--- config.mk ---
export PLATFORM = sky130hd
export DESIGN_NAME = fd_fetch_queue
export DESIGN_NICKNAME = d
export VERILOG_FILES = /design/src/rtl/fd_pkg.sv /design/src/rtl/fd_queue_mem.sv /design/src/rtl/fd_fetch_queue.sv
export SDC_FILE = /design/constraint.sdc
export NUM_CORES = 1
export LEC_CHECK = 0
export BUFFER_PORTS_ARGS = -buffer_cell sky130_fd_sc_hd__buf_2
export CELL_PAD_IN_SITES_DETAIL_PLACEMENT = 1
export CELL_PAD_IN_SITES_GLOBAL_PLACEMENT = 2
export CORE_MARGIN = 5
export CORE_UTILIZATION = 44
export CTS_BUF_LIST = sky130_fd_sc_hd__clkbuf_4
export CTS_CLUSTER_DIAMETER = 30
export DETAILED_ROUTE_END_ITERATION = 10
export GPL_TIMING_DRIVEN = 0
export PLACE_DENSITY_LB_ADDON = 0.1
export SETUP_SLACK_MARGIN = 0.1
export SLEW_MARGIN = 20
export SYNTH_ARGS = -nofsm -noshare
export SYNTH_HDL_FRONTEND = slang
export SYNTH_SLANG_ARGS = --single-unit
--- constraint.sdc ---
create_clock -name clk -period 4.06 [get_ports clk]
set_clock_uncertainty 0.15 [all_clocks]
set_input_delay 0.406 -clock clk [delete_from_list [all_inputs] [get_ports clk]]
set_output_delay 0.406 -clock clk [all_outputs]
set_load 0.02 [all_outputs]
--- src/rtl/fd_pkg.sv ---
// Shared fetch/decode types: text base, nop encoding and the queued {pc, instr} entry.
package fd_pkg;

   localparam logic [31:0] PC_BASE_DEF = 32'h00003000;
   localparam logic [31:0] NOP_INSTR   = 32'h0;

   typedef struct packed {
      logic [31:0] pc;
      logic [31:0] instr;
   } fq_entry_t;

endpackage

--- src/rtl/fd_queue_mem.sv ---
// DEPTH x 64-bit entry storage: synchronous write, registered read of next-cycle head.
// Latency 1 cycle; a write to the address being read is forwarded into the read register.
module fd_queue_mem
   import fd_pkg::*;
#(
   parameter int DEPTH = 4,
   parameter int AW    = $clog2(DEPTH)
) (
   input  logic            clk,
   input  logic            we,
   input  logic [AW-1:0]   waddr,
   input  fq_entry_t       wdata,
   input  logic [AW-1:0]   raddr,
   output fq_entry_t       rdata
);

   fq_entry_t mem [DEPTH];

   always_ff @(posedge clk) begin
      if (we) begin
         mem[waddr] <= wdata;
      end
      // Write-first so an entry landing in an empty queue is at the head next cycle.
      if (we && (waddr == raddr)) begin
         rdata <= wdata;
      end else begin
         rdata <= mem[raddr];
      end
   end

endmodule

--- src/rtl/fd_fetch_queue.sv ---
// Fetch-to-decode queue: 1-cycle latency (0 with FD_FETCH_QUEUE_BYPASS_EN defined and queue empty);
// backpressure to fetch via pc_wr_en = ~full | flush, independent of d_ready.
module fd_fetch_queue
   import fd_pkg::*;
#(
   parameter int          DEPTH   = 4,
   parameter logic [31:0] PC_BASE = PC_BASE_DEF
) (
   input  logic                     clk,
   input  logic                     reset,
   input  logic [31:0]              f_pc,
   input  logic [31:0]              f_instr,
   output logic                     pc_wr_en,
   input  logic                     flush,
   output logic                     d_valid,
   input  logic                     d_ready,
   output logic [31:0]              d_pc,
   output logic [31:0]              d_instr,
   output logic [31:0]              d_pc_off,
   output logic [$clog2(DEPTH):0]   occupancy
);

   localparam int AW = $clog2(DEPTH);
   localparam int CW = AW + 1;

   logic [AW-1:0] rd_ptr, wr_ptr, rd_ptr_nxt, wr_ptr_nxt;
   logic [CW-1:0] occ, occ_nxt;
   logic          full, empty, enq, deq, byp;
   fq_entry_t     head, wentry;

   assign full     = (occ == CW'(DEPTH));
   assign empty    = (occ == '0);
   assign pc_wr_en = ~full | flush;

`ifdef FD_FETCH_QUEUE_BYPASS_EN
   assign byp = empty & ~flush & d_ready;
`else
   assign byp = 1'b0;
`endif

   assign enq = pc_wr_en & ~flush & ~byp;
   assign deq = ~empty & d_ready & ~flush;

   always_comb begin
      rd_ptr_nxt = rd_ptr;
      wr_ptr_nxt = wr_ptr;
      occ_nxt    = occ;
      if (flush) begin
         rd_ptr_nxt = '0;
         wr_ptr_nxt = '0;
         occ_nxt    = '0;
      end else begin
         if (enq) wr_ptr_nxt = wr_ptr + AW'(1);
         if (deq) rd_ptr_nxt = rd_ptr + AW'(1);
         if (enq && !deq)      occ_nxt = occ + CW'(1);
         else if (deq && !enq) occ_nxt = occ - CW'(1);
      end
   end

   always_ff @(posedge clk) begin
      if (reset) begin
         rd_ptr <= '0;
         wr_ptr <= '0;
         occ    <= '0;
      end else begin
         rd_ptr <= rd_ptr_nxt;
         wr_ptr <= wr_ptr_nxt;
         occ    <= occ_nxt;
      end
   end

   assign wentry = '{pc: f_pc, instr: f_instr};

   // Read address is the next head pointer, so the storage output register holds the head.
   fd_queue_mem #(
      .DEPTH (DEPTH),
      .AW    (AW)
   ) u_mem (
      .clk   (clk),
      .we    (enq & ~reset),
      .waddr (wr_ptr),
      .wdata (wentry),
      .raddr (rd_ptr_nxt),
      .rdata (head)
   );

   always_comb begin
      d_valid = ~empty;
      d_pc    = 32'h0;
      d_instr = NOP_INSTR;
      if (byp) begin
         d_valid = 1'b1;
         d_pc    = f_pc;
         d_instr = f_instr;
      end else if (!empty) begin
         d_pc    = head.pc;
         d_instr = head.instr;
      end
   end

   assign d_pc_off  = d_pc - PC_BASE;
   assign occupancy = occ;

endmodule

After elaboration in Yosys (flattened, before gate mapping)
Memory sizes are Yosys's and may differ from the RTL's. A register that Yosys moved wholly into a read port is not among the register bits.
Index checks and enable logic that the tools add are counted.
{ "word_totals": {"n_memories": 1, "reg_bits": 7, "wordCells": 34, "ram_bits": 256, "out_inout_bits": 101} }
{ "op_classes": {"bitwise": 9, "mux": 8, "add_sub_neg": 5, "n_eq_ne": 1, "n_reduce_logical": 7} }
{ "memory_table": {"columns": ["memory", "words", "width", "rd", "rd_ports_with_merged_regs", "wr", "line_no", "source"], "rows": [
  ["u_mem.mem", 4, 64, 1, 1, 1, "fd_queue_mem.sv:17", "fq_entry_t mem [DEPTH];"]
]} }
{ "ops": {"columns": ["op", "n"], "rows": [
  ["$mux 32", 2],
  ["$sub 32x14->32 const B", 1],
  ["$mux 3", 2],
  ["$add 2x1->2 const B", 2],
  ["$and 1x1->1", 4],
  ["$mux 2", 2],
  ["$not 1->1", 4],
  ["$add 3x1->3 const B", 1],
  ["$eq 3x3->1 const B", 1],
  ["$logic_not 3->1", 1],
  ["$sub 3x1->3 const B", 1],
  ["$logic_and 1x1->1", 2],
  ["$logic_not 1->1", 2],
  ["$mux 1", 2],
  ["$reduce_bool 2->1", 1],
  ["$reduce_or 2->1", 1],
  ["$or 1x1->1", 1]
]} }

Longest topological paths before layout
Gate-level depths: netlist of run 1.
{ "depth": {"depth_word": 8, "mapped_depth": 12, "ltp_nobuf": 10} }

Hierarchy
Synthesis of run 1 repeated with hierarchy kept, for this count alone.
{ "unflattened": {"hier_cells": 540, "hier_area_um2": 10747.8} }
{ "modules_own_cells": {"columns": ["mod", "cells_each", "area_per_inst_um2", "instances"], "rows": [
  ["fd_queue_mem", 340, 9381.5, 1],
  ["fd_fetch_queue", 200, 1366.3, 1]
]} }

Least setup slack after synthesis of run 1
OpenSTA, ideal clock, no wires.
{ "synth_path": {"path_kind": "register -> output", "startpoint": "register (tool-made name)", "endpoint": "output d_pc_off[30]", "setup_slack_ps": 530, "path_stages_with_launch": 12, "required_time_ps": 3504, "arrival_time_ps": 2974, "path_cell_list": "dfxtp_1 > buf_6 > buf_8 > mux4_1 > nand2_1 > inv_1 > ha_1 > clkbuf_1 > nor3_1 > nand4_1 > o31ai_1 > o211ai_1"} }
{ "synth_rtl": {"columns": ["element", "line_no", "source"], "rows": [
  ["end: declaration", "fd_fetch_queue.sv:19", "output logic [31:0] d_pc_off,"]
]} }

==> results.ini, run 1 <==
[hold_path]
hp-start = f_instr[24]
hold_depth = 2
holdCritPathClass = input pin to flip-flop

[yosys]
synth_nets = 616
syn_avg_cell_area_um2 = 20.0
synthArstFlopShare = 0
yosys.cell_types.count = 47
synth-main-ff-cell = edfxtp_1
ys_ff_latch = 265
seq_area_frac_synth = 0.728
synth_warnings = 0
syn_inst = 541
synth_edf_count = 256
synthesis.area_um2 = 10800

[drt]
drt_iter0_drc = 302
ant_nets = 0
vias = 6357
drt_first_pass_iters = 4
drc = 0
wl_per_cell_um = 20.5
viasPerCell = 5.05
drt_wl_total_um = 25800

[critical_path]
cp_max_fo = 5
crit_arrival_ns = 3.31
worstPathRequired_ns = 3.50
cp-start-kind = flip-flop
r2r_cells = 8
endpoint_kind = output port
rr_startpoint = occupancy[2]
worst-setup-path-type = flip-flop to output port

[global_route]
grt_pass1_vias = 7136
antenna_found_initial = 2
grt_pass1_wl_um = 40300
grt_start_max_net_pins = 38
globalRouteTotalUtil = 0.186
grt_remaining_overflow = 0

[placed_design]
portBuffers = 168
dp_hpwl_um = 16000
gp_congestion = 0.817
dpl_worst_slack_ns = -0.249

[floorplan]
start_util = 0.446
die_area_um2 = 27800
dieHeight_um = 167
core_um2 = 24200
ioPinCount = 169
rows = 57
fp.dieW_um = 167

[layout]
drive_gt1_frac = 0.452
final_cell_mix = edfxtp_1 (256), buf_2 (169), clkbuf_4 (98)
utilization = 0.580
final_common_cell = edfxtp_1
area_growth_pct = 30.1
nets = 960

[clock_tree]
cts_buffers = 74
clk_pin_slew_ns = 0.07
clockRootBuffer = clkbuf_4
clkLatencyLatePin_ns = 0.64
cts_tree = yes
h-tree-depth = 3
cts.sinks = 265
clockBufferDepth = 3

[sta]
finalCritPeriodShare = 0.951
tightestPinTransition_ns = 0.715
final-hold-violation-count = 0
finalSetupViolations = 0
max_slew_margin = 0.523
fmax_mhz = 259
slew_viol_final = 0
timing.final.ws_setup_ns = 0.197
period_minus_slack_ns = 3.86
rsz0062_at_grt = yes

[pwr]
leakage_nw = 5.12
p_switching_w = 0.00162
combPwrFrac = 0.144
power_density_nw_per_um2 = 450
intPower_w = 0.00471
seqPwrFrac = 0.487
ir_worst_vdd_mv = 0.252
finalPower_w = 0.00634
power_frac_clock = 0.369
swShare = 0.256

[outcome]
outcome = completed

[job]
drv_cap = 0

sequential cells by signal, summed over array words and instances, names as in the netlist, named ones only:
signal and flops:
occupancy 3, u_mem.mem 256, rd_ptr 2, wr_ptr 2
cells in the mapped netlist, drive strengths merged, types with 4 or more instances:
cell type	count	share of area
nand3	6	0.0028
edfxtp	256	0.71
o21ai	5	0.0023
dfxtp	9	0.017
clkbuf	17	0.011
buf	19	0.014
mux4	64	0.14
nor3	6	0.0037
inv	6	0.0021
nand2	15	0.0052
nor2	14	0.0049
xnor2	4	0.0032
xor2	8	0.0065
or3	5	0.0034
and2	66	0.038
a21oi	5	0.0023
ha	6	0.0069
worst max-delay path: stages (launching register included):
cell and delay (ns):
dfxtp_2 0.33, buf_8 0.11, buf_12 0.11, buf_6 0.13
mux4_2 0.56, nor4_4 0.43, nand4_1 0.27, buf_4 0.23
o211ai_1 0.28, buf_4 0.21
power by group through the flow:
stage / registers, W / clock network [W] / logic (W)
after global routing: 0.00309 / 0.00261 / 0.000982
final: 0.00308 / 0.00234 / 0.000914
after detailed placement: 0.00314 / 0 / 0.000807
after CTS: 0.00308 / 0.00243 / 0.000895
after floorplan: 0.00314 / 0 / 0.000499
after global placement: 0.00314 / 0 / 0.000785
per-stage QoR:
step	setup TNS (ns)	hold WS, ns	instances	area [µm²]
global route	0	0.274	1260	14100
finish	0	0.337	1260	14100
floorplan	0	0.322	541	10800
global placement	-148.16	0.339	1033	12100
CTS	0	0.258	1244	13900
detailed placement	-0.460	0.355	1037	12200
kinds of logic after synthesis:
logic type	Yosys count	synth area share
DFF	265	0.728
and+or+nand+nor	127	0.0721
muxes	66	0.139
buffers and inverters	42	0.0266
AOI/OAI and AO/OA	22	0.0159
xor gates and xnor gates	12	0.00972
adders and majority gates	7	0.00879
area by class of cell:
cell class	count	area [µm²]
inverter	6	22.5
buffer	35	285
clock buffer	98	736
tap	324	405
fill	2307	10200
timing repair buffer	269	1870
sequential	265	7870
antenna	1	2.50
multi-input combinational	234	2700
clock inverter	28	176
routing by layer:
| metal | vias up | track usage | share of wire |
|---|---|---|---|
| li1 | 2887 | - | - |
| met1 | 3212 | 0.224 | 0.40 |
| met2 | 215 | 0.322 | 0.52 |
| met3 | 41 | 0.0600 | 0.064 |
| met4 | 2 | 0.0583 | 0.015 |
| met5 | - | 0 | 0.00054 |
path summary, 6_finish.rpt:
path / to / slack (ns)
min reg2reg: rd_ptr[1] / 0.36
max reg2reg: occupancy[2] / 1.67
min: u_mem.mem[1][24] / 0.34
max: d_pc_off[30] / 0.20
timing repair:
item	CTS	global route
pin swaps	6	10
endpoints found under the hold margin	260	0
resized for setup	29	16
cloned	0	1
hold buffers	69	0
endpoints found under the setup margin	9	6
buffers inserted	12	15
(Power assumes the default switching activity.)
==> inputs of run 2 (changes only) <==
--- a/config.mk
+++ b/config.mk
@@ -10,6 +10,6 @@
 export CELL_PAD_IN_SITES_GLOBAL_PLACEMENT = 2
 export CORE_MARGIN = 5
-export CORE_UTILIZATION = 44
-export CTS_BUF_LIST = sky130_fd_sc_hd__clkbuf_4
+export CORE_UTILIZATION = 42
+export CTS_BUF_LIST = sky130_fd_sc_hd__clkbuf_4 sky130_fd_sc_hd__clkbuf_8 sky130_fd_sc_hd__clkbuf_16
 export CTS_CLUSTER_DIAMETER = 30
 export DETAILED_ROUTE_END_ITERATION = 10
--- a/constraint.sdc
+++ b/constraint.sdc
@@ -3,3 +3,3 @@
 set_input_delay 0.406 -clock clk [delete_from_list [all_inputs] [get_ports clk]]
 set_output_delay 0.406 -clock clk [all_outputs]
-set_load 0.02 [all_outputs]
+set_load 0.05 [all_outputs]
==> run 2 against run 1 <==
Against the previous run:
- via count shrank 3.5%
- combinational power grew 27%
- sequential power is essentially flat
- critical path depth grew 4
- sequential share of layout area shrank 3.3 points
- first-iteration DRC count shrank 9.9%
- routed wire length is essentially flat
- utilization grew 1.2 points
- total power grew 39%
- worst setup slack gained 0.043 ns
- critical path type unchanged
==> results.ini, run 2 (synthesized netlist as in run 1, its figures left out) <==
[floorplan]
ioPinCount = 169
rows = 58
dieHeight_um = 170
die_area_um2 = 29100
start_util = 0.428
fp.dieW_um = 170
core_um2 = 25300

[sta]
whs_ns = 0.132
max_slew_margin = 0.487
rsz0062_at_grt = no
finalCritPeriodShare = 0.941
final-hold-violation-count = 0
slew_viol_final = 0
finalSetupViolations = 0
period_minus_slack_ns = 3.82
timing.final.ws_setup_ns = 0.240
tightestPinTransition_ns = 0.770
fmax_mhz = 262

[layout]
seq_area_um2 = 7870
top_register = u_mem.mem
nets = 924
drive_gt1_frac = 0.439
final_common_cell = edfxtp_1
antennaDiodeCount = 0
fill_cells = 2279
fin_area_um2 = 15000
largest_reg_flops = 256
final_cell_mix = edfxtp_1 (256), buf_2 (171), dlygate4sd3_1 (67)
area_growth_pct = 38.3
multiInputGateArea_um2 = 2710
instances_no_fill = 1227

[pwr]
swShare = 0.258
ir_worst_vdd_mv = 0.412
power_frac_clock = 0.517
finalPower_w = 0.00881
intPower_w = 0.00653
p_switching_w = 0.00227
seqPwrFrac = 0.351
combPwrFrac = 0.132
power_density_nw_per_um2 = 589
leakage_nw = 5.45

[global_route]
grt_start_max_net_pins = 36
busiest_layer = met2
globalRouteTotalUtil = 0.179
use_met3 = 0.0462
grt_pass1_vias = 6940
grtUsageMet2 = 0.312
grt_remaining_overflow = 0
grt_pass1_wl_um = 39600
antenna_found_initial = 0
grt_util_met1 = 0.221

[clock_tree]
cts.sinks = 265
clockRootBuffer = clkbuf_16
clockBufferDepth = 3
clk_pin_slew_ns = 0.04
h-tree-depth = 2
clkLatencyLatePin_ns = 0.54
cts_tree = yes
cts_buffers = 56

[critical_path]
worstPathRequired_ns = 3.50
max_stage_delay_ns = 0.57
crit_arrival_ns = 3.26
endpoint_kind = output port
path_common_cell = buf_4
cp-start-kind = flip-flop
worst-setup-path-type = flip-flop to output port
crit_path_top_delay_cell = mux4_2
worstPathCellList = buf_8 > buf_12 > mux4_2 > nand2_8 > clkinvlp_4 > ha_2 > clkbuf_8 > nor3_2 > nand4_1 > buf_4 > o31ai_2 > o211ai_1 > buf_4
cp_max_fo = 10

[placed_design]
dp.cells = 1043
dp_hpwl_um = 16300
portBuffers = 168
gp_congestion = 0.782
dpl_worst_slack_ns = 0.0174
dpl_cell_area_um2 = 12200

[outcome]
outcome = completed

[drt]
drt_first_pass_iters = 4
vias = 6133
ant_nets = 0
wl_per_cell_um = 21.0
viasPerCell = 5.00
drt_iter0_drc = 272
drc = 0
drt_wl_total_um = 25800

[hold_path]
holdCritPathClass = input pin to flip-flop

[job]
drv_cap = 0

-- run 2: final timing paths --
path / cells after the start / endpoint / slack [ns] / from
setup / recovery: 13 / d_pc_off[30] / 0.24 / flip-flop
hold / removal: 4 / flip-flop / 0.13 / d_ready
setup reg to reg: 10 / occupancy[2] / 1.62 / occupancy[0]
hold reg to reg: 2 / rd_ptr[1] / 0.38 / rd_ptr[1]
-- run 2: power groups by stage --
stage          clock network, W  registers, W  logic (W)
2_1_floorplan                 0       0.00315   0.000780
3_5_place_dp                  0       0.00314    0.00109
6_report                0.00455       0.00309    0.00116
3_3_place_gp                  0       0.00314    0.00107
5_1_grt                 0.00479       0.00309    0.00124
4_1_cts                 0.00463       0.00309    0.00117
-- run 2: metal layers --
layer	vias up	part of all wire	routed length [µm]
li1	2808	-	-
met1	3118	0.41	10400
met2	175	0.52	13300
met3	32	0.058	1490
met4	0	0.019	493
met5	-	0	0
-- run 2: worst max-delay path: cells and delay by family, from the launching register on --
family / cells / cell delay (ns)
simple gates: 3 / 0.39
mux: 1 / 0.57
compound gates: 2 / 0.32
buf+inv: 6 / 0.88
flops: 1 / 0.33
fa+ha+maj: 1 / 0.21
-- run 2: what timing repair did --
| action | 4_1_cts | 5_1_grt |
|---|---|---|
| endpoints found under the hold margin | 259 | 0 |
| hold buffers | 67 | 0 |
| setup buffers | 6 | 5 |
| gates resized for setup | 13 | 8 |
| pin swaps | 1 | 2 |
| setup endpoints to repair | 9 | 5 |
-- run 2: area by class of cell --
type                       instances  area share
buffer                            36      0.0193
clock buffer                      64      0.0997
clock inverter                    42      0.0305
inverter                           6     0.00176
multi-input combinational        234       0.181
sequential                       265       0.526
tap                              330      0.0276
timing repair buffer             250       0.114
-- run 2: per-stage QoR --
stage          utilization  TNS (ns)
2_1_floorplan            -         0
3_3_place_gp         0.479   -154.69
3_5_place_dp         0.483         0
4_1_cts              0.590         0
5_1_grt              0.592         0
6_report             0.592         0
